$ cat config.mk
export PLATFORM = sky130hd
export DESIGN_NAME = duart_host_controller
export DESIGN_NICKNAME = d
export VERILOG_FILES = /design/src/rtl/duart_pkg.sv /design/src/rtl/duart_bus_cycle.sv /design/src/rtl/duart_host_controller.sv
export SDC_FILE = /design/constraint.sdc
export NUM_CORES = 1
export LEC_CHECK = 0
export CORE_AREA = 2 2 88 90
export DETAILED_ROUTE_END_ITERATION = 10
export DIE_AREA = 0 0 90 92
export PLACE_DENSITY = 0.53
export SKIP_LAST_GASP = 1
export SLEW_MARGIN = 20
export SYNTH_ARGS = -nofsm -noshare
export SYNTH_HDL_FRONTEND = slang
export SYNTH_SLANG_ARGS = --single-unit
$ cat constraint.sdc
create_clock -name CLK -period 5.1 [get_ports CLK]
set_input_delay 0.51 -clock CLK [delete_from_list [all_inputs] [get_ports CLK]]
set_output_delay 0.51 -clock CLK [all_outputs]
set_load 0.01 [all_outputs]
$ cat src/rtl/duart_pkg.sv
`default_nettype none
// ============================================================================
// duart_pkg : MC68681 channel-A register map, init table and host FSM states
// Revision  : 1.0
// ============================================================================
package duart_pkg;

  localparam logic [3:0] REG_MR  = 4'd0;
  localparam logic [3:0] REG_SR  = 4'd1;
  localparam logic [3:0] REG_CSR = 4'd1;
  localparam logic [3:0] REG_CR  = 4'd2;
  localparam logic [3:0] REG_RHR = 4'd3;
  localparam logic [3:0] REG_THR = 4'd3;
  localparam logic [3:0] REG_ACR = 4'd4;
  localparam logic [3:0] REG_ISR = 4'd5;
  localparam logic [3:0] REG_IMR = 4'd5;

  localparam int SR_RXRDY = 0;
  localparam int SR_TXRDY = 2;

  localparam logic [7:0] CMD_MR_PTR_RESET = 8'h10;
  localparam logic [7:0] CMD_RXTX_ENABLE  = 8'h05;
  localparam logic [7:0] IMR_RXRDYA       = 8'h02;
  localparam logic [2:0] INIT_LEN         = 3'd7;

  typedef struct packed {
    logic [3:0] addr;
    logic [7:0] data;
  } bus_cmd_t;

  typedef enum logic [2:0] {
    ST_INIT   = 3'd0,
    ST_IDLE   = 3'd1,
    ST_RX_SR  = 3'd2,
    ST_RX_RHR = 3'd3,
    ST_TX_SR  = 3'd4,
    ST_TX_THR = 3'd5
  } top_state_t;

  function automatic bus_cmd_t init_cmd(input logic [2:0] step, input logic [7:0] mr1,
                                        input logic [7:0] mr2, input logic [7:0] csr,
                                        input logic [7:0] acr);
    bus_cmd_t c;
    case (step)
      3'd0:    c = '{addr: REG_CR,  data: CMD_MR_PTR_RESET};
      3'd1:    c = '{addr: REG_MR,  data: mr1};
      3'd2:    c = '{addr: REG_MR,  data: mr2};
      3'd3:    c = '{addr: REG_CSR, data: csr};
      3'd4:    c = '{addr: REG_ACR, data: acr};
      3'd5:    c = '{addr: REG_IMR, data: IMR_RXRDYA};
      default: c = '{addr: REG_CR,  data: CMD_RXTX_ENABLE};
    endcase
    return c;
  endfunction

endpackage
`default_nettype wire

$ cat src/rtl/duart_bus_cycle.sv
`default_nettype none
// ============================================================================
// duart_bus_cycle : one SETUP/STROBE/HOLD DUART host-bus access per start pulse
// Revision        : 1.0
// ============================================================================
module duart_bus_cycle #(
  parameter int STROBE_CYCLES = 2
) (
  input  logic       clk,
  input  logic       rst,
  input  logic       start,
  input  logic       rw,
  input  logic [3:0] addr,
  input  logic [7:0] wdata,
  input  logic [7:0] data_in,
  output logic       idle,
  output logic       done,
  output logic [7:0] rdata,
  output logic [3:0] a,
  output logic       r_w,
  output logic       cs_n,
  output logic [7:0] data_out,
  output logic       data_oe
);

  localparam int CNT_W = (STROBE_CYCLES > 1) ? $clog2(STROBE_CYCLES) : 1;
  localparam logic [CNT_W-1:0] CNT_LAST = CNT_W'(STROBE_CYCLES - 1);

  typedef enum logic [1:0] {
    B_IDLE   = 2'd0,
    B_SETUP  = 2'd1,
    B_STROBE = 2'd2,
    B_HOLD   = 2'd3
  } bus_state_t;

  bus_state_t       state, state_nx;
  logic [CNT_W-1:0] cnt, cnt_nx;
  logic [3:0]       a_nx;
  logic             rw_nx, cs_nx, oe_nx;
  logic [7:0]       dout_nx, rdata_nx;

  assign idle = (state == B_IDLE);
  assign done = (state == B_HOLD);

  always_ff @(posedge clk or posedge rst) begin
    if (rst) begin
      state    <= B_IDLE;
      cnt      <= '0;
      a        <= '0;
      r_w      <= 1'b1;
      cs_n     <= 1'b1;
      data_out <= '0;
      data_oe  <= 1'b0;
      rdata    <= '0;
    end else begin
      state    <= state_nx;
      cnt      <= cnt_nx;
      a        <= a_nx;
      r_w      <= rw_nx;
      cs_n     <= cs_nx;
      data_out <= dout_nx;
      data_oe  <= oe_nx;
      rdata    <= rdata_nx;
    end
  end

  always_comb begin
    state_nx = state;
    cnt_nx   = cnt;
    a_nx     = a;
    rw_nx    = r_w;
    cs_nx    = cs_n;
    dout_nx  = data_out;
    oe_nx    = data_oe;
    rdata_nx = rdata;
    unique case (state)
      B_IDLE, B_HOLD: begin
        // A start during HOLD chains the next access with no idle gap
        if (start) begin
          state_nx = B_SETUP;
          a_nx     = addr;
          rw_nx    = rw;
          dout_nx  = rw ? 8'h00 : wdata;
          oe_nx    = !rw;
          cs_nx    = 1'b1;
        end else if (state == B_HOLD) begin
          state_nx = B_IDLE;
          rw_nx    = 1'b1;
          dout_nx  = 8'h00;
          oe_nx    = 1'b0;
        end
      end
      B_SETUP: begin
        state_nx = B_STROBE;
        cs_nx    = 1'b0;
        cnt_nx   = '0;
      end
      B_STROBE: begin
        if (cnt == CNT_LAST) begin
          state_nx = B_HOLD;
          cs_nx    = 1'b1;
          if (r_w) rdata_nx = data_in;
        end else begin
          cnt_nx = cnt + CNT_W'(1);
        end
      end
    endcase
  end

endmodule
`default_nettype wire

$ cat src/rtl/duart_host_controller.sv
`default_nettype none
// ============================================================================
// duart_host_controller : DUART channel-A init sequencer plus RX/TX service arbiter
// Revision              : 1.0
// ============================================================================
module duart_host_controller
  import duart_pkg::*;
#(
  parameter int         STROBE_CYCLES = 2,
  parameter logic [7:0] CSR_VAL       = 8'hBB,
  parameter logic [7:0] ACR_VAL       = 8'h80,
  parameter logic [7:0] MR1_VAL       = 8'h13,
  parameter logic [7:0] MR2_VAL       = 8'h07
) (
  input  logic       CLK,
  input  logic       RESET,
  input  logic [7:0] TX_DATA,
  input  logic       TX_VALID,
  output logic       TX_READY,
  output logic [7:0] RX_DATA,
  output logic       RX_VALID,
  output logic       INIT_DONE,
  output logic [3:0] A,
  output logic       R_W,
  output logic       _CS,
  output logic [7:0] DATA_OUT,
  output logic       DATA_OE,
  input  logic [7:0] DATA_IN,
  input  logic       _INT
);

  top_state_t state, state_nx;
  logic [2:0] step, step_nx;
  logic       last_rx, last_rx_nx;
  logic       init_done_nx, rx_valid_nx;
  logic [7:0] rx_data_nx;
  logic       rx_pend, tx_pend;
  logic       bus_start, bus_rw, bus_idle, bus_done;
  logic [3:0] bus_addr;
  logic [7:0] bus_wdata, bus_rdata;
  bus_cmd_t   cmd;

  duart_bus_cycle #(.STROBE_CYCLES(STROBE_CYCLES)) u_bus (
    .clk      (CLK),
    .rst      (RESET),
    .start    (bus_start),
    .rw       (bus_rw),
    .addr     (bus_addr),
    .wdata    (bus_wdata),
    .data_in  (DATA_IN),
    .idle     (bus_idle),
    .done     (bus_done),
    .rdata    (bus_rdata),
    .a        (A),
    .r_w      (R_W),
    .cs_n     (_CS),
    .data_out (DATA_OUT),
    .data_oe  (DATA_OE)
  );

  always_ff @(posedge CLK or posedge RESET) begin
    if (RESET) begin
      state     <= ST_INIT;
      step      <= '0;
      last_rx   <= 1'b0;
      INIT_DONE <= 1'b0;
      RX_VALID  <= 1'b0;
      RX_DATA   <= '0;
    end else begin
      state     <= state_nx;
      step      <= step_nx;
      last_rx   <= last_rx_nx;
      INIT_DONE <= init_done_nx;
      RX_VALID  <= rx_valid_nx;
      RX_DATA   <= rx_data_nx;
    end
  end

  always_comb begin
    state_nx     = state;
    step_nx      = step;
    last_rx_nx   = last_rx;
    init_done_nx = INIT_DONE;
    rx_valid_nx  = 1'b0;
    rx_data_nx   = RX_DATA;
    bus_start    = 1'b0;
    bus_rw       = 1'b1;
    bus_addr     = REG_SR;
    bus_wdata    = 8'h00;
    TX_READY     = 1'b0;
    rx_pend      = !_INT;
    tx_pend      = TX_VALID;
    cmd          = init_cmd(step, MR1_VAL, MR2_VAL, CSR_VAL, ACR_VAL);
    unique case (state)
      ST_INIT: begin
        // step counts table writes already issued
        if (step != INIT_LEN && (bus_idle || bus_done)) begin
          bus_start = 1'b1;
          bus_rw    = 1'b0;
          bus_addr  = cmd.addr;
          bus_wdata = cmd.data;
          step_nx   = step + 3'd1;
        end else if (bus_done) begin
          state_nx     = ST_IDLE;
          init_done_nx = 1'b1;
        end
      end
      ST_IDLE: begin
        // last_rx only moves on contention, so the first tie goes to RX
        if (rx_pend && (!tx_pend || !last_rx)) begin
          bus_start = 1'b1;
          state_nx  = ST_RX_SR;
          if (tx_pend) last_rx_nx = 1'b1;
        end else if (tx_pend) begin
          bus_start = 1'b1;
          state_nx  = ST_TX_SR;
          if (rx_pend) last_rx_nx = 1'b0;
        end
      end
      ST_RX_SR: begin
        if (bus_done) begin
          if (bus_rdata[SR_RXRDY]) begin
            bus_start = 1'b1;
            bus_addr  = REG_RHR;
            state_nx  = ST_RX_RHR;
          end else begin
            state_nx = ST_IDLE;
          end
        end
      end
      ST_RX_RHR: begin
        if (bus_done) begin
          state_nx    = ST_IDLE;
          rx_valid_nx = 1'b1;
          rx_data_nx  = bus_rdata;
        end
      end
      ST_TX_SR: begin
        if (bus_done) begin
          if (bus_rdata[SR_TXRDY]) begin
            bus_start = 1'b1;
            bus_rw    = 1'b0;
            bus_addr  = REG_THR;
            bus_wdata = TX_DATA;
            state_nx  = ST_TX_THR;
          end else begin
            state_nx = ST_IDLE;
          end
        end
      end
      ST_TX_THR: begin
        TX_READY = bus_done;
        if (bus_done) state_nx = ST_IDLE;
      end
      default: state_nx = ST_INIT;
    endcase
  end

endmodule
`default_nettype wire

==> run_summary.xml, run 1 <==
<?xml version="1.0" encoding="UTF-8"?>
<metrics>
  <group name="run_status">
    <metric name="outcome" unit="">finished, final reports clean</metric>
  </group>
  <group name="synth">
    <metric name="yosys.cell_count.top_type" unit="">sky130_fd_sc_hd__dfrtp_1</metric>
    <metric name="synth_seq_area_share" unit="">0.494</metric>
    <metric name="mappedNetlistArea" unit="sq um">2130</metric>
    <metric name="syn-instance-count" unit="">179</metric>
    <metric name="synthesis.yosys.warnings" unit="">0</metric>
    <metric name="synth-edff-count" unit="">0</metric>
    <metric name="ys_top_cells_by_count" unit="">sky130_fd_sc_hd__dfrtp_1 (40), sky130_fd_sc_hd__mux2_2 (16), sky130_fd_sc_hd__inv_1 (13)</metric>
    <metric name="synthesis.area_per_instance" unit="sq um">11.9</metric>
    <metric name="synthDistinctLibCells" unit="">48</metric>
    <metric name="yosys_most_used_dff" unit="">sky130_fd_sc_hd__dfrtp_1</metric>
    <metric name="netlist.top_cell.by_area" unit="">sky130_fd_sc_hd__dfrtp_1</metric>
    <metric name="ys_ff_latch" unit="">42</metric>
    <metric name="asyncSetResetFlopFracSynth" unit="">1.00</metric>
    <metric name="synth_top_cell_area_share" unit="">0.469</metric>
    <metric name="yosys-top-cells-area" unit="">sky130_fd_sc_hd__dfrtp_1 (47%), sky130_fd_sc_hd__mux2_2 (8.4%), sky130_fd_sc_hd__ha_1 (5.3%)</metric>
    <metric name="mappedNetlistNets" unit="">208</metric>
  </group>
  <group name="timing">
    <metric name="crit_path_time_final" unit="ps">2600</metric>
    <metric name="layout_worst_path_cycle_share" unit="">0.509</metric>
    <metric name="finalHoldViolCount" unit="">0</metric>
    <metric name="max_slew_violations" unit="">0</metric>
    <metric name="finalSetupViolCount" unit="">0</metric>
    <metric name="rsz0062_at_grt" unit="">no</metric>
    <metric name="clock.fmax" unit="MHz">385</metric>
    <metric name="totalNegativeSetupSlack" unit="ps">0</metric>
    <metric name="relSlewSlack" unit="">0.529</metric>
    <metric name="final_worst_clock_skew" unit="ps">12.4</metric>
    <metric name="tightest_slew" unit="ps">705</metric>
  </group>
  <group name="global_routing">
    <metric name="antenna_found_initial" unit="">0</metric>
    <metric name="grt_pass1_vias" unit="">1607</metric>
    <metric name="global_route.usage.total" unit="">0.116</metric>
    <metric name="grt_max_degree" unit="">43</metric>
    <metric name="overflow" unit="">0</metric>
    <metric name="grt_pass1_wl" unit="mm">7.81</metric>
  </group>
  <group name="placement">
    <metric name="placement.cell_area" unit="sq um">2660</metric>
    <metric name="gp_congestion" unit="">0.742</metric>
    <metric name="detailedPlacementHpwl" unit="mm">3.30</metric>
    <metric name="placed_cells" unit="">319</metric>
    <metric name="io_buffer_count" unit="">44</metric>
  </group>
  <group name="clocking">
    <metric name="insertion_delay" unit="ps">290</metric>
    <metric name="clk_pin_slew" unit="ps">70</metric>
    <metric name="cts.sinks" unit="">42</metric>
    <metric name="cts-resized-gates" unit="">0</metric>
    <metric name="ctsHtreeMaxLevel" unit="">2</metric>
    <metric name="tritoncts.num_buffers" unit="">5</metric>
    <metric name="post-cts-setup-buffers" unit="">0</metric>
    <metric name="cts_tree" unit="">built</metric>
    <metric name="root_buffer" unit="">sky130_fd_sc_hd__clkbuf_8</metric>
    <metric name="cts.hold.buffers_added" unit="">0</metric>
    <metric name="cts_max_path_buffers" unit="">2</metric>
  </group>
  <group name="pwr">
    <metric name="power.ir.vdd_worst" unit="uV">230</metric>
    <metric name="power.density_cell_area" unit="nW/um^2">639</metric>
    <metric name="tot_pwr" unit="mW">1.77</metric>
    <metric name="cellLeakagePower" unit="nW">1.16</metric>
  </group>
  <group name="floorplan">
    <metric name="placeable_core_region" unit="sq um">7450</metric>
    <metric name="die_x" unit="um">90</metric>
    <metric name="floorplan.rows" unit="">32</metric>
    <metric name="design.die.area" unit="sq um">8280</metric>
    <metric name="die-height" unit="um">92</metric>
    <metric name="floorplan.io_pins" unit="">46</metric>
    <metric name="initial_utilization" unit="">0.286</metric>
  </group>
  <group name="setup_path">
    <metric name="reg2reg_setup_slack" unit="ps">2840</metric>
    <metric name="critical_path.top_delay_family" unit="">buffers and inverters</metric>
    <metric name="timing.critical_path.to_type" unit="">output port</metric>
    <metric name="worst-endpoint-arrival" unit="ps">2090</metric>
    <metric name="worstSetupStartpointType" unit="">register</metric>
    <metric name="required" unit="ps">4590</metric>
    <metric name="path_class" unit="">register to output port</metric>
    <metric name="peak_per_stage_delay_on_the_critical_path" unit="ps">540</metric>
    <metric name="critical-path-slowest-cell" unit="">sky130_fd_sc_hd__clkdlybuf4s50_1</metric>
    <metric name="cp_max_fo" unit="">6</metric>
    <metric name="critical_path.cell_chain" unit="">ha_1, inv_1, nor2_1, and3_1, clkdlybuf4s50_1</metric>
    <metric name="worstPathBufferInverterCount" unit="">2</metric>
  </group>
  <group name="final_layout">
    <metric name="drive_above_1_share" unit="">0.173</metric>
    <metric name="final_util" unit="">0.372</metric>
    <metric name="instances_no_fill" unit="">327</metric>
    <metric name="fill_cells" unit="">752</metric>
    <metric name="multi_input_comb_area" unit="sq um">980</metric>
    <metric name="stdcell_area" unit="sq um">2770</metric>
    <metric name="n_antenna_cell" unit="">0</metric>
    <metric name="design.final.nets" unit="">253</metric>
    <metric name="flow.area_growth_from_synthesis" unit="%">29.9</metric>
    <metric name="area_taken_by_flip_flops_and_latches" unit="sq um">1050</metric>
  </group>
  <group name="job">
    <metric name="max_cap_viol_count" unit="">0</metric>
  </group>
  <group name="worst_hold_path">
    <metric name="hp-class" unit="">register to register</metric>
  </group>
  <group name="drt">
    <metric name="via_total_after_detailed_routing" unit="">1526</metric>
    <metric name="via_per_inst" unit="">4.67</metric>
    <metric name="antenna_violation_net_count_after_detailed_routing" unit="">0</metric>
    <metric name="route.detailed.drc" unit="">0</metric>
    <metric name="detailed_route_iter0_violations" unit="">55</metric>
    <metric name="wl_per_cell" unit="um">14.1</metric>
    <metric name="drtPass1Iterations" unit="">4</metric>
    <metric name="postRouteWirelength" unit="mm">4.62</metric>
  </group>
</metrics>
## area by class of cell
class,count,area share
Clock inverter,2,0.0135
Tap cell,102,0.0460
Inverter,14,0.0190
Multi-Input combinational cell,116,0.353
Timing Repair Buffer,45,0.162
Sequential cell,42,0.380
Clock buffer,6,0.0262
## routing by layer
metal,track usage,part of all wire
met1,0.155,0.48
met2,0.193,0.49
met3,0.0238,0.027
met4,0.0308,0.0063
met5,0,0
## cell families after synthesis
group           count (synthesis)  share of synthesized area
compound gates                 44                      0.177
flops                          42                      0.494
simple gates                   40                      0.117
buf+inv                        21                     0.0469
mux                            20                      0.103
fa+ha+maj                       9                     0.0528
xor+xnor                        2                    0.00821
other cells                     1                    0.00176
## worst min-delay path: stages, from the launching register on
cell and delay, ps:
sky130_fd_sc_hd__dfstp_2 370, sky130_fd_sc_hd__inv_1 40, sky130_fd_sc_hd__mux2i_1 60
## cell usage in the layout (no fill, tap or decap), types with 2 or more instances in the layout
master	netlist	final
sky130_fd_sc_hd__a22oi_1	7	7
sky130_fd_sc_hd__clkdlybuf4s50_1	0	44
sky130_fd_sc_hd__nor2b_1	3	3
sky130_fd_sc_hd__a21oi_1	5	5
sky130_fd_sc_hd__nand3_1	2	2
sky130_fd_sc_hd__mux2i_1	4	4
sky130_fd_sc_hd__ha_1	9	9
sky130_fd_sc_hd__inv_1	13	13
sky130_fd_sc_hd__a32o_1	2	2
sky130_fd_sc_hd__nor3_1	5	5
sky130_fd_sc_hd__mux2_2	16	16
sky130_fd_sc_hd__clkbuf_8	0	5
sky130_fd_sc_hd__or2_2	3	3
sky130_fd_sc_hd__nand3b_1	3	3
sky130_fd_sc_hd__dfstp_2	2	2
sky130_fd_sc_hd__o31ai_1	2	2
sky130_fd_sc_hd__nand2_1	8	8
sky130_fd_sc_hd__o2bb2ai_1	7	7
sky130_fd_sc_hd__o21ai_0	4	4
sky130_fd_sc_hd__nand2b_1	5	5
sky130_fd_sc_hd__a22o_1	3	3
sky130_fd_sc_hd__nor2_1	5	5
sky130_fd_sc_hd__xnor2_1	2	2
sky130_fd_sc_hd__dfrtp_1	40	40
## power breakdown
group	internal, mW	switching, mW	total [mW]	leakage [nW]
Sequential	0.486	0.128	0.615	0.518
Clock	0.146	0.119	0.265	0.0514
Combinational	0.450	0.440	0.890	0.588
## final timing paths
kind                                start                 to  depth (start not counted)
setup reg to reg           u_bus.state[0]      u_bus.data_oe                          6
min in group asynchronous           RESET  u_bus.data_out[3]                          3
hold / removal                 u_bus.cs_n         u_bus.cs_n                          2
setup / recovery           u_bus.state[1]           TX_READY                          5
hold reg to reg                u_bus.cs_n         u_bus.cs_n                          2
max in group asynchronous           RESET         u_bus.cs_n                          3
## through the flow
stage	hold WS, ps	setup slack (ps)
final	472	2500
after global routing	498	2350
after CTS	480	2480
after detailed placement	468	2800
after global placement	464	2830
after floorplan	446	3280
## registers in the layout, indices dropped and copies added, names as in the netlist
register and count:
RX_DATA 8, u_bus.data_out 8, u_bus.rdata 8, state 3
step 3, u_bus.a 3, u_bus.state 2, INIT_DONE 1
RX_VALID 1, last_rx 1, u_bus.cnt 1, u_bus.cs_n 1
u_bus.data_oe 1, u_bus.r_w 1
(Power assumes the default switching activity.)
==> run 2, diff against run 1 <==
Settings changed: PLACE_DENSITY 0.53 to 0.55.
Clock period 5.1 ns to 2.3 ns, I/O delays scaled along.
==> run 2 against run 1 <==
Utilization is 0.45 points higher. Wire length is 2.0% higher. Clock power is 80% higher. Critical path type unchanged. Cell count is 1.8% higher. Cell area is 1.2% higher. Hold slack worse by 110 ps. Power is 120% higher. Register-to-register slack worse by 2500 ps. Die area stayed put. Sequential power is 120% higher.
==> run_summary.xml, run 2 (synthesis results as in run 1) <==
<?xml version="1.0" encoding="UTF-8"?>
<metrics>
  <group name="final_layout">
    <metric name="flow.area_growth_from_synthesis" unit="%">31.5</metric>
    <metric name="n_antenna_cell" unit="">0</metric>
    <metric name="instances_no_fill" unit="">333</metric>
    <metric name="layout_common_cells" unit="">sky130_fd_sc_hd__clkdlybuf4s50_1 (44), sky130_fd_sc_hd__dfrtp_1 (40), sky130_fd_sc_hd__mux2_2 (16)</metric>
    <metric name="biggestRegsByFlops" unit="">RX_DATA x8, u_bus.data_out x8, u_bus.rdata x8</metric>
    <metric name="drive_above_1_share" unit="">0.199</metric>
    <metric name="design.final.nets" unit="">259</metric>
    <metric name="layout_commonest_cell" unit="">sky130_fd_sc_hd__clkdlybuf4s50_1</metric>
    <metric name="stdcell_area" unit="sq um">2810</metric>
  </group>
  <group name="timing">
    <metric name="finalSetupViolCount" unit="">0</metric>
    <metric name="clock.fmax" unit="MHz">463</metric>
    <metric name="rsz0062_at_grt" unit="">no</metric>
    <metric name="relSlewSlack" unit="">0.601</metric>
    <metric name="totalNegativeSetupSlack" unit="ps">0</metric>
    <metric name="layout_worst_path_cycle_share" unit="">0.938</metric>
    <metric name="worst_case_hold_slack" unit="ps">358</metric>
    <metric name="finalHoldViolCount" unit="">0</metric>
    <metric name="final_worst_clock_skew" unit="ps">10.7</metric>
    <metric name="crit_path_time_final" unit="ps">2160</metric>
    <metric name="tightest_slew" unit="ps">594</metric>
    <metric name="max_slew_violations" unit="">0</metric>
  </group>
  <group name="clocking">
    <metric name="ctsHtreeMaxLevel" unit="">2</metric>
    <metric name="tritoncts.num_buffers" unit="">5</metric>
    <metric name="cts_tree" unit="">built</metric>
    <metric name="root_buffer" unit="">sky130_fd_sc_hd__clkbuf_8</metric>
    <metric name="cts.sinks" unit="">42</metric>
    <metric name="cts.hold.buffers_added" unit="">0</metric>
    <metric name="clk_pin_slew" unit="ps">80</metric>
    <metric name="insertion_delay" unit="ps">300</metric>
    <metric name="cts_max_path_buffers" unit="">2</metric>
  </group>
  <group name="setup_path">
    <metric name="timing.reg2reg.worst_path_depth" unit="">6</metric>
    <metric name="path_class" unit="">register to output port</metric>
    <metric name="worstSetupStartpointType" unit="">register</metric>
    <metric name="timing.critical_path.to_type" unit="">output port</metric>
    <metric name="cp_max_fo" unit="">6</metric>
    <metric name="worst-endpoint-arrival" unit="ps">1930</metric>
    <metric name="required" unit="ps">2070</metric>
  </group>
  <group name="global_routing">
    <metric name="grt_pass1_vias" unit="">1592</metric>
    <metric name="overflow" unit="">0</metric>
    <metric name="antenna_found_initial" unit="">0</metric>
    <metric name="global_route.usage.total" unit="">0.118</metric>
    <metric name="grt_max_degree" unit="">43</metric>
    <metric name="grt_pass1_wl" unit="mm">7.82</metric>
  </group>
  <group name="floorplan">
    <metric name="placeable_core_region" unit="sq um">7450</metric>
    <metric name="floorplan.io_pins" unit="">46</metric>
    <metric name="floorplan.rows" unit="">32</metric>
    <metric name="die-height" unit="um">92</metric>
    <metric name="initial_utilization" unit="">0.286</metric>
    <metric name="design.die.area" unit="sq um">8280</metric>
    <metric name="die_x" unit="um">90</metric>
  </group>
  <group name="placement">
    <metric name="placed_cells" unit="">325</metric>
    <metric name="detailedPlacementHpwl" unit="mm">3.39</metric>
    <metric name="io_buffer_count" unit="">44</metric>
    <metric name="gp_congestion" unit="">0.762</metric>
    <metric name="placement.cell_area" unit="sq um">2710</metric>
  </group>
  <group name="drt">
    <metric name="via_per_inst" unit="">4.69</metric>
    <metric name="via_total_after_detailed_routing" unit="">1561</metric>
    <metric name="wl_per_cell" unit="um">14.1</metric>
    <metric name="drtPass1Iterations" unit="">4</metric>
    <metric name="antenna_violation_net_count_after_detailed_routing" unit="">0</metric>
    <metric name="route.detailed.drc" unit="">0</metric>
    <metric name="detailed_route_iter0_violations" unit="">52</metric>
    <metric name="postRouteWirelength" unit="mm">4.71</metric>
  </group>
  <group name="pwr">
    <metric name="power.ir.vdd_worst" unit="uV">565</metric>
    <metric name="cellLeakagePower" unit="nW">1.18</metric>
    <metric name="power.density_cell_area" unit="nW/um^2">1400</metric>
  </group>
  <group name="run_status">
    <metric name="outcome" unit="">finished, final reports clean</metric>
  </group>
  <group name="job">
    <metric name="max_cap_viol_count" unit="">0</metric>
  </group>
  <group name="worst_hold_path">
    <metric name="hp-class" unit="">primary input to asynchronous set/reset pin</metric>
  </group>
</metrics>
[run 2: cell type report]
type	instances	area, sq um
Clock buffer	6	72.6
Tap cell	102	128
Multi-Input combinational cell	116	992
Timing Repair Buffer	51	493
Sequential cell	42	1050
Clock inverter	2	13.8
Fill cell	761	4640
Inverter	14	52.6
[run 2: final timing paths]
path	start	endpoint	slack [ps]
setup reg to reg	step[0]	u_bus.data_out[7]	350
setup / recovery	u_bus.state[1]	TX_READY	140
hold / removal	RESET	u_bus.rdata[6]	360
hold reg to reg	INIT_DONE	INIT_DONE	480
min in group CLK	INIT_DONE	INIT_DONE	480
max in group asynchronous	RESET	INIT_DONE	1560
[run 2: stage by stage]
step / utilization / setup slack [ps] / power [mW]
after floorplan: - / 482 / 2.73
after global placement: 0.363 / 365 / 3.45
after detailed placement: 0.363 / 311 / 3.46
after CTS: 0.375 / 56.0 / 3.97
after global routing: 0.377 / 22.3 / 4.26
final: 0.377 / 142 / 3.93
[run 2: routing by layer]
| metal | vias to the layer above | wire (um) | GRT usage | part of all wire |
|---|---|---|---|---|
| li1 | 750 | - | - | - |
| met1 | 771 | 2160 | 0.153 | 0.46 |
| met2 | 35 | 2300 | 0.194 | 0.49 |
| met3 | 5 | 168 | 0.0238 | 0.036 |
| met4 | 0 | 80 | 0.0462 | 0.017 |
| met5 | - | 0 | 0 | 0 |
[run 2: power breakdown]
| part | total [mW] | leakage (nW) | switching, mW | internal [mW] |
|---|---|---|---|---|
| logic | 2.13 | 0.617 | 1.04 | 1.08 |
| clock network | 0.476 | 0.0452 | 0.262 | 0.214 |
| registers | 1.33 | 0.518 | 0.254 | 1.08 |
[run 2: timing repair]
| item | in CTS | in global routing |
|---|---|---|
| resized for setup | 1 | 1 |
| setup endpoints to repair | 1 | 1 |
| setup buffers | 0 | 0 |
| gates cloned | 0 | 0 |
| hold endpoints to repair | 0 | 0 |
[run 2: critical path, cell delays in order, from the launching register on]
cell and delay (ps):
sky130_fd_sc_hd__dfrtp_1 430, sky130_fd_sc_hd__ha_4 200, sky130_fd_sc_hd__inv_1 120, sky130_fd_sc_hd__nor2_1 160, sky130_fd_sc_hd__and3_1 190, sky130_fd_sc_hd__clkdlybuf4s50_1 530
==> run 3, diff against run 2 <==
--- a/constraint.sdc
+++ b/constraint.sdc
@@ -3,2 +3,2 @@
 set_output_delay 0.23 -clock CLK [all_outputs]
-set_load 0.01 [all_outputs]
+set_load 0.02 [all_outputs]
==> run 3 against run 2 <==
Cell count did not move. Power rose by 2.9%. Combinational power up 5%. Fmax is 11% higher. Highest routed layer unchanged. Critical endpoint is now u_bus.data_oe. Largest power group unchanged. Cell area shrank 0.22%. Via count is 0.32% lower. Die area unchanged.
==> run_summary.xml, run 3 (synthesis results as in run 1) <==
<?xml version="1.0" encoding="UTF-8"?>
<metrics>
  <group name="final_layout">
    <metric name="final_util" unit="">0.376</metric>
    <metric name="area_taken_by_flip_flops_and_latches" unit="sq um">1050</metric>
    <metric name="layout_commonest_cell" unit="">sky130_fd_sc_hd__clkdlybuf4s50_1</metric>
    <metric name="drive_above_1_share" unit="">0.203</metric>
    <metric name="multi_input_comb_area" unit="sq um">982</metric>
    <metric name="n_antenna_cell" unit="">0</metric>
    <metric name="design.final.nets" unit="">259</metric>
    <metric name="layout_common_cells" unit="">sky130_fd_sc_hd__clkdlybuf4s50_1 (43), sky130_fd_sc_hd__dfrtp_1 (40), sky130_fd_sc_hd__mux2_2 (16)</metric>
    <metric name="flow.area_growth_from_synthesis" unit="%">31.2</metric>
    <metric name="biggestRegsByFlops" unit="">RX_DATA x8, u_bus.data_out x8, u_bus.rdata x8</metric>
    <metric name="fill_cells" unit="">775</metric>
  </group>
  <group name="timing">
    <metric name="final_worst_clock_skew" unit="ps">13.0</metric>
    <metric name="finalSetupViolCount" unit="">0</metric>
    <metric name="rsz0062_at_grt" unit="">no</metric>
    <metric name="totalNegativeSetupSlack" unit="ps">0</metric>
    <metric name="finalHoldViolCount" unit="">0</metric>
    <metric name="clock.fmax" unit="MHz">514</metric>
    <metric name="relSlewSlack" unit="">0.601</metric>
    <metric name="worst_case_hold_slack" unit="ps">370</metric>
    <metric name="max_slew_violations" unit="">0</metric>
    <metric name="crit_path_time_final" unit="ps">1950</metric>
    <metric name="tightest_slew" unit="ps">599</metric>
    <metric name="worst_slack" unit="ps">353</metric>
    <metric name="layout_worst_path_cycle_share" unit="">0.847</metric>
  </group>
  <group name="global_routing">
    <metric name="antenna_found_initial" unit="">0</metric>
    <metric name="global_route.usage.total" unit="">0.120</metric>
    <metric name="overflow" unit="">0</metric>
    <metric name="grt_pass1_vias" unit="">1621</metric>
    <metric name="grt_pass1_wl" unit="mm">8.10</metric>
    <metric name="grt_max_degree" unit="">43</metric>
  </group>
  <group name="clocking">
    <metric name="ctsHtreeMaxLevel" unit="">2</metric>
    <metric name="cts_max_path_buffers" unit="">2</metric>
    <metric name="tritoncts.num_buffers" unit="">5</metric>
    <metric name="post-cts-setup-buffers" unit="">0</metric>
    <metric name="cts.sinks" unit="">42</metric>
    <metric name="insertion_delay" unit="ps">300</metric>
    <metric name="root_buffer" unit="">sky130_fd_sc_hd__clkbuf_8</metric>
    <metric name="cts.hold.buffers_added" unit="">0</metric>
    <metric name="clk_pin_slew" unit="ps">90</metric>
    <metric name="cts_tree" unit="">built</metric>
  </group>
  <group name="worst_hold_path">
    <metric name="hp-class" unit="">primary input to asynchronous set/reset pin</metric>
  </group>
  <group name="run_status">
    <metric name="outcome" unit="">finished, final reports clean</metric>
  </group>
  <group name="floorplan">
    <metric name="die-height" unit="um">92</metric>
    <metric name="design.die.area" unit="sq um">8280</metric>
    <metric name="die_x" unit="um">90</metric>
    <metric name="floorplan.io_pins" unit="">46</metric>
    <metric name="floorplan.rows" unit="">32</metric>
    <metric name="initial_utilization" unit="">0.286</metric>
    <metric name="placeable_core_region" unit="sq um">7450</metric>
  </group>
  <group name="setup_path">
    <metric name="worst-endpoint-arrival" unit="ps">2190</metric>
    <metric name="path_class" unit="">register to register</metric>
    <metric name="timing.critical_path.to_type" unit="">register</metric>
    <metric name="required" unit="ps">2540</metric>
    <metric name="worstSetupStartpointType" unit="">register</metric>
    <metric name="reg2reg_setup_slack" unit="ps">350</metric>
    <metric name="cp_max_fo" unit="">15</metric>
  </group>
  <group name="placement">
    <metric name="detailedPlacementHpwl" unit="mm">3.29</metric>
    <metric name="gp_congestion" unit="">0.744</metric>
    <metric name="io_buffer_count" unit="">44</metric>
    <metric name="detailedPlace.worstSlack" unit="ps">258</metric>
  </group>
  <group name="drt">
    <metric name="postRouteWirelength" unit="mm">4.65</metric>
    <metric name="antenna_violation_net_count_after_detailed_routing" unit="">0</metric>
    <metric name="wl_per_cell" unit="um">14.0</metric>
    <metric name="via_total_after_detailed_routing" unit="">1556</metric>
    <metric name="drtPass1Iterations" unit="">4</metric>
    <metric name="detailed_route_iter0_violations" unit="">52</metric>
    <metric name="via_per_inst" unit="">4.67</metric>
    <metric name="route.detailed.drc" unit="">0</metric>
  </group>
  <group name="pwr">
    <metric name="power.density_cell_area" unit="nW/um^2">1450</metric>
    <metric name="power.ir.vdd_worst" unit="uV">497</metric>
    <metric name="cellLeakagePower" unit="nW">1.20</metric>
  </group>
  <group name="job">
    <metric name="max_cap_viol_count" unit="">0</metric>
  </group>
</metrics>
run 3: final cells by class:
cell class,count,share of cell area
Clock inverter,3,0.00671
Inverter,14,0.0188
Clock buffer,5,0.0246
Tap cell,102,0.0456
Timing Repair Buffer,51,0.177
Sequential cell,42,0.376
Multi-Input combinational cell,116,0.351
run 3: timing repair:
action | 4_1_cts | 5_1_grt
resized for setup | 1 | 1
endpoints found under the setup margin | 1 | 1
endpoints found under the hold margin | 0 | 0
run 3: critical path, stage by stage, from the launching register on:
cell and delay [ps]:
sky130_fd_sc_hd__dfrtp_1 410, sky130_fd_sc_hd__ha_1 230, sky130_fd_sc_hd__ha_1 180, sky130_fd_sc_hd__nand2b_1 240
sky130_fd_sc_hd__nor3_4 220, sky130_fd_sc_hd__buf_4 260, sky130_fd_sc_hd__o21ai_0 120, sky130_fd_sc_hd__a21bo_2 210
run 3: metrics by stage:
stage / total power, mW / instances / area [sq um]
CTS: 4.10 / 333 / 2800
floorplan: 2.86 / 179 / 2130
detailed placement: 3.59 / 325 / 2710
finish: 4.05 / 333 / 2800
global route: 4.40 / 333 / 2800
global placement: 3.59 / 325 / 2710
run 3: routing by layer:
| metal | up-vias | wire [um] | part of all wire | global-route usage |
|---|---|---|---|---|
| met5 | - | 0 | 0 | 0 |
| met4 | 0 | 72 | 0.015 | 0.0385 |
| met3 | 6 | 168 | 0.036 | 0.0263 |
| met2 | 32 | 2230 | 0.48 | 0.195 |
| met1 | 770 | 2180 | 0.47 | 0.160 |
| li1 | 748 | - | - | - |
run 3: path summary, 6_finish.rpt:
path,startpoint,end,depth (start not counted)
hold reg to reg,last_rx,last_rx,1
setup reg to reg,step[0],u_bus.data_oe,7
max in group asynchronous,RESET,INIT_DONE,3
setup / recovery,step[0],u_bus.data_oe,7
hold / removal,RESET,RX_DATA[6],3
min in group CLK,last_rx,last_rx,1
run 3: where the power goes:
group          switching (mW)  total [mW]  internal, mW
clock                   0.273       0.487         0.214
sequential              0.248        1.33          1.08
combinational            1.16        2.24          1.07
total                    1.68        4.05          2.36
==> variant 1 (config.mk and constraints of run 2) <==
Make the reset (`RESET` and `rst`) synchronous in 2 clocked blocks.
--- a/src/rtl/duart_bus_cycle.sv
+++ b/src/rtl/duart_bus_cycle.sv
@@ -43,5 +43,5 @@
   assign done = (state == B_HOLD);
 
-  always_ff @(posedge clk or posedge rst) begin
+  always_ff @(posedge clk) begin
     if (rst) begin
       state    <= B_IDLE;
--- a/src/rtl/duart_host_controller.sv
+++ b/src/rtl/duart_host_controller.sv
@@ -59,5 +59,5 @@
   );
 
-  always_ff @(posedge CLK or posedge RESET) begin
+  always_ff @(posedge CLK) begin
     if (RESET) begin
       state     <= ST_INIT;
Function: differs if RESET is asserted again (counterexample within 4 cycles, from zero or initial values and one cycle with RESET high); with RESET held inactive, the same outputs for 10 cycles.
==> variant 1 against run 2 <==
- global-route usage down 0.46 points
- combinational power shrank 38%
- critical path depth rose by 1
- synthesized area shrank 3.7%
- total power down 29%
- sequential cell count unchanged
- synthesized cell count up 25%
- maximum frequency up 0.59%
- count of clock-buffer cells in the layout stayed put
- wire length down 0.11%
- clock power grew 4.2%
- worst setup slack better by 0.013 ns
- cell area shrank 3.9%
==> variant 1: results (changes against run 2) <==
| Metric | Value |
|---|---|
| GRT Util Overall | `0.113 (was 0.118)` |
| Crit Path Max Fanout | `10 (was 6)` |
| Max IR drop VDD | `0.353 mV (was 0.565 mV)` |
| Worst slew pin tran | `0.573 ns (was 0.594 ns)` |
| Distinct cells, synth | `49 (was 48)` |
| Vias in the first global route | `1649 (was 1592)` |
| Met1 Usage GRT | `0.157 (was 0.153)` |
| Met2 Track Usage GR | `0.172 (was 0.194)` |
| Worst path arrival time | `2.33 ns (was 1.93 ns)` |
| First-pass GRT wire length | `7750 um (was 7820 um)` |
| Fillers | `783 (was 761)` |
| Async S/R FF share, synth | `0 (was 1.00)` |
| Commonest cells post-synth | `42 x dfxtp_1, 23 x nand2_1, 19 x a21oi_1, 19 x nor2_1 (was 40 x dfrtp_1, 16 x mux2_2, 13 x inv_1, 9 x ha_1, 8 x nand2_1)` |
| Post-DP HPWL | `3450 um (was 3390 um)` |
| IO Port Bufs | `44 (unchanged)` |
| LEAKAGE | `1.04 nW (was 1.18 nW)` |
| GR Util met3 | `0.0337 (was 0.0238)` |
| Routed WL per cell | `12.7 um (was 14.1 um)` |
| Initial drt markers | `61 (was 52)` |
| Main area contributors after synthesis | `dfxtp_1 41%, mux2i_1 5.8%, ha_1 5.5% (was dfrtp_1 47%, mux2_2 8.4%, ha_1 5.3%)` |
| Share of layout cells above drive strength 1 | `0.0892 (was 0.199)` |
| Synth Flop Type | `dfxtp_1 (was dfrtp_1)` |
| CP peak stage delay | `0.55 ns (was 0.53 ns)` |
| Fin nets | `297 (was 259)` |
| Status | `finished, final reports clean (unchanged)` |
| Via count | `1742 (was 1561)` |
| HP Class | `reg -> reg (was in -> async)` |
| Worst path slowest cell | `or4b_4 (was clkdlybuf4s50_1)` |
| Post-Syn Nets | `253 (was 208)` |
| Setup Skew | `0.00409 ns (was 0.0107 ns)` |
| Final RePlAce weighted congestion | `0.835 (was 0.762)` |
| CP top delay family | `compound AO/OA/AOI/OAI gates (was buffers and inverters)` |
| Sequential-to-total area share from yosys stat | `0.409 (was 0.494)` |
variant 1: through the flow:
step           worst slack (ns)  cell area, um^2  hold WS, ns  cells  utilization
3_5_place_dp              0.160             2600        0.446    363        0.349
4_1_cts                  0.0604             2690        0.459    371        0.362
3_3_place_gp              0.213             2600        0.442    363        0.349
5_1_grt                  0.0353             2700        0.472    371        0.362
6_report                  0.155             2700        0.457    371        0.362
2_1_floorplan             0.289             2050        0.374    224            -
variant 1: what timing repair did:
item / CTS / global route
hold endpoints to repair: 0 / 0
gates resized for setup: 0 / 1
endpoints found under the setup margin: 0 / 1
variant 1: metal layers:
layer	wire, um	vias up
li1	-	875
met1	2330	813
met2	2050	49
met3	289	5
met4	40	0
met5	0	-
variant 1: worst reg2reg max path, stage by stage, from the launching register on:
cell and delay (ns):
dfxtp_1 0.38, ha_1 0.24, ha_1 0.23, or4b_4 0.55
o221ai_4 0.21, a21oi_2 0.17, a22o_1 0.27
variant 1: path summary, 6_finish.rpt:
path / endpoint / slack [ns] / cells past startpoint
setup / recovery: u_bus.data_out[5]$_SDFFE_PP0P_ / 0.15 / 6
hold / removal: RX_DATA[5]$_SDFFE_PP0P_ / 0.46 / 2
setup reg to reg: u_bus.data_out[5]$_SDFFE_PP0P_ / 0.15 / 6
hold reg to reg: RX_DATA[5]$_SDFFE_PP0P_ / 0.46 / 2
variant 1: kinds of logic after synthesis:
group,Yosys count,share of synthesized area
buffers and inverters,24,0.0518
xor gates and xnor gates,2,0.00853
and+or+nand+nor,74,0.186
other,1,0.00183
AOI/OAI and AO/OA,59,0.225
adders and majority gates,10,0.0597
DFF,42,0.409
muxes,12,0.0585
variant 1: where the power goes:
part           leakage (nW)  internal, mW  switching (mW)
Clock                0.0472         0.241           0.254
Sequential            0.341         0.859           0.114
Combinational         0.653         0.657           0.672
variant 1: cell type report:
| cell class | count | area share |
|---|---|---|
| multi-input combinational | 158 | 0.412 |
| sequential | 42 | 0.312 |
| tap | 102 | 0.0473 |
| clock buffer | 6 | 0.0306 |
| inverter | 12 | 0.0167 |
| timing repair buffer | 49 | 0.177 |
| clock inverter | 2 | 0.00464 |
==> variant 2 (config.mk and constraints of run 2) <==
Without the edit above. `STROBE_CYCLES` is set to 2 in 2 places; all go to 4.
--- a/src/rtl/duart_bus_cycle.sv
+++ b/src/rtl/duart_bus_cycle.sv
@@ -5,5 +5,5 @@
 // ============================================================================
 module duart_bus_cycle #(
-  parameter int STROBE_CYCLES = 2
+  parameter int STROBE_CYCLES = 4
 ) (
   input  logic       clk,
--- a/src/rtl/duart_host_controller.sv
+++ b/src/rtl/duart_host_controller.sv
@@ -7,5 +7,5 @@
   import duart_pkg::*;
 #(
-  parameter int         STROBE_CYCLES = 2,
+  parameter int         STROBE_CYCLES = 4,
   parameter logic [7:0] CSR_VAL       = 8'hBB,
   parameter logic [7:0] ACR_VAL       = 8'h80,
Check against the original RTL: not equivalent (a bounded check fails within 10 cycles, from zero or initial values and one cycle with RESET high).
==> variant 2 against run 2 <==
- clock power up 18%
- wire length is essentially flat
- synthesized area grew 1.2%
- via count up 5.3%
- global-route usage fell by 0.11 points
- register-to-register slack worse by 0.26 ns
- worst setup slack worse by 0.053 ns
- sequential cell count up 1
- critical path type is now reg -> reg
- sequential share of layout area hardly changed
- cell area rose by 2.3%
- die area stayed put
- total power is 1.1% lower
==> variant 2: results (changes against run 2) <==
| Metric | Value |
|---|---|
| Status | `finished, final reports clean (unchanged)` |
| WL final | `4710 um (about the same)` |
| Crit Path Max Fanout | `4 (was 6)` |
| Routed WL per cell | `13.6 um (was 14.1 um)` |
| Max clock buf depth | `2 (unchanged)` |
| Initial antenna violation count | `0 (unchanged)` |
| Largest net degree at the start of global routing | `25 (was 43)` |
| Sequential-to-total area share from yosys stat | `0.500 (was 0.494)` |
| GRT Util Overall | `0.117 (was 0.118)` |
| Vias in the first global route | `1650 (was 1592)` |
| First-pass GRT wire length | `7860 um (was 7820 um)` |
| Via count | `1643 (was 1561)` |
| Reg2reg start | `step[0]$_DFFE_PP0P_ (unchanged)` |
| Fin nets | `275 (was 259)` |
| Post-synth top area cell | `dfrtp_1 (unchanged)` |
| Main area contributors after synthesis | `dfrtp_1 48%, mux2_2 8.3%, ha_1 5.8% (was dfrtp_1 47%, mux2_2 8.4%, ha_1 5.3%)` |
| Mean Syn Cell Area | `11.2 um^2 (was 11.9 um^2)` |
| Post-DP HPWL | `3470 um (was 3390 um)` |
| Async S/R FF share, synth | `1.00 (unchanged)` |
| Synth Warn # | `0 (unchanged)` |
| Share of layout cells above drive strength 1 | `0.171 (was 0.199)` |
| Max IR drop VDD | `0.572 mV (was 0.565 mV)` |
| Flop2flop setup slack | `0.09 ns (was 0.35 ns)` |
| Distinct cells, synth | `47 (was 48)` |
| Worst path arrival time | `2.38 ns (was 1.93 ns)` |
| Commonest cells post-synth | `41 x dfrtp_1, 16 x mux2_2, 14 x inv_1 (was 40 x dfrtp_1, 16 x mux2_2, 13 x inv_1, 9 x ha_1, 8 x nand2_1)` |
| Largest registers | `RX_DATA (8), u_bus.data_out (8), u_bus.rdata (8) (unchanged)` |
| R2R depth | `6 (unchanged)` |
| Drt first pass iters | `4 (unchanged)` |
| Total CTS buffers | `5 (unchanged)` |
| Root Buffer | `clkbuf_8 (unchanged)` |
| IO Port Bufs | `44 (unchanged)` |
| HP Class | `in -> async (unchanged)` |
| Worst-path clk slew | `0.08 ns (about the same)` |
| Sw frac | `0.367 (was 0.397)` |
| LEAKAGE | `1.25 nW (was 1.18 nW)` |
| Setup Skew | `0.00268 ns (was 0.0107 ns)` |
| ANT cells | `0 (unchanged)` |
| H-tree depth | `2 (unchanged)` |
| Clk_lat worst skew | `0.28 ns (was 0.30 ns)` |
| Post-Syn Nets | `223 (was 208)` |
| R2R Path End | `state[0]$_DFFE_PP0P_ (was u_bus.data_out[7]$_DFFE_PP0P_)` |
| Initial drt markers | `84 (was 52)` |
| Final RePlAce weighted congestion | `0.749 (was 0.762)` |
| DP Cell Count | `340 (was 325)` |
==> variant 2: critical path: stages (launching register included) <==
cell     delay (ns)
dfrtp_1        0.40
ha_1           0.24
ha_1           0.22
or4b_4         0.52
or2_0          0.25
and3_1         0.18
mux2_4         0.29
==> variant 2: how the worst max path moves through the flow <==
stage / start / endpoint / slack, ns / cells past startpoint
2_1_floorplan: step[0]$_DFFE_PP0P_ / state[0]$_DFFE_PP0P_ / 0.12 / 7
3_3_place_gp: step[0]$_DFFE_PP0P_ / u_bus.data_oe$_DFFE_PP0P_ / 0.08 / 6
3_5_place_dp: step[0]$_DFFE_PP0P_ / u_bus.a[0]$_DFFE_PP0P_ / -0.02 / 6
4_1_cts: step[0]$_DFFE_PP0P_ / u_bus.a[0]$_DFFE_PP0P_ / 0.08 / 6
5_1_grt: step[0]$_DFFE_PP0P_ / u_bus.data_out[6]$_DFFE_PP0P_ / 0.04 / 6
6_report: step[0]$_DFFE_PP0P_ / state[0]$_DFFE_PP0P_ / 0.09 / 6
==> variant 2: repair_timing <==
item                       4_1_cts  5_1_grt
setup endpoints to repair        3        1
resized for setup                1        1
setup buffers                    0        0
==> variant 2: power by group through the flow <==
stage | clock [mW] | sequential [mW] | combinational [mW]
global placement | 0 | 1.35 | 1.97
finish | 0.563 | 1.34 | 1.99
global route | 0.618 | 1.39 | 2.19
detailed placement | 0 | 1.36 | 1.98
CTS | 0.589 | 1.35 | 2.01
floorplan | 0 | 1.36 | 1.21
==> variant 2: final cells by class <==
cell class                 count  area (um^2)
clock inverter                 1         30.0
multi-input combinational    124          975
fill                         756         4580
sequential                    43         1080
timing repair buffer          56          531
inverter                      15         56.3
tap                          102          128
clock buffer                   6         72.6
==> variant 2: cells by family after synthesis <==
family,after synthesis,synth area share
AOI/OAI and AO/OA,48,0.168
xor gates and xnor gates,2,0.00812
adders and majority gates,10,0.0580
buffers and inverters,26,0.0516
DFF,43,0.500
muxes,20,0.104
other,1,0.00174
and+or+nand+nor,43,0.108
==> variant 2: metrics by stage <==
step | hold WS, ns | setup slack, ns | util | cell area, um^2
detailed placement | 0.458 | -0.0246 | 0.371 | 2760
global route | 0.326 | 0.0397 | 0.385 | 2870
floorplan | 0.381 | 0.119 | - | 2160
CTS | 0.287 | 0.0753 | 0.385 | 2870
global placement | 0.458 | 0.0771 | 0.371 | 2760
finish | 0.284 | 0.0892 | 0.385 | 2870
==> variant 2: routing by layer <==
layer / wire length [um] / vias up / GRT usage
met3: 315 / 2 / 0.0411
met1: 2250 / 805 / 0.156
met2: 2130 / 42 / 0.183
li1: - / 794 / -
met5: 0 / - / 0
met4: 19 / 0 / 0.0269
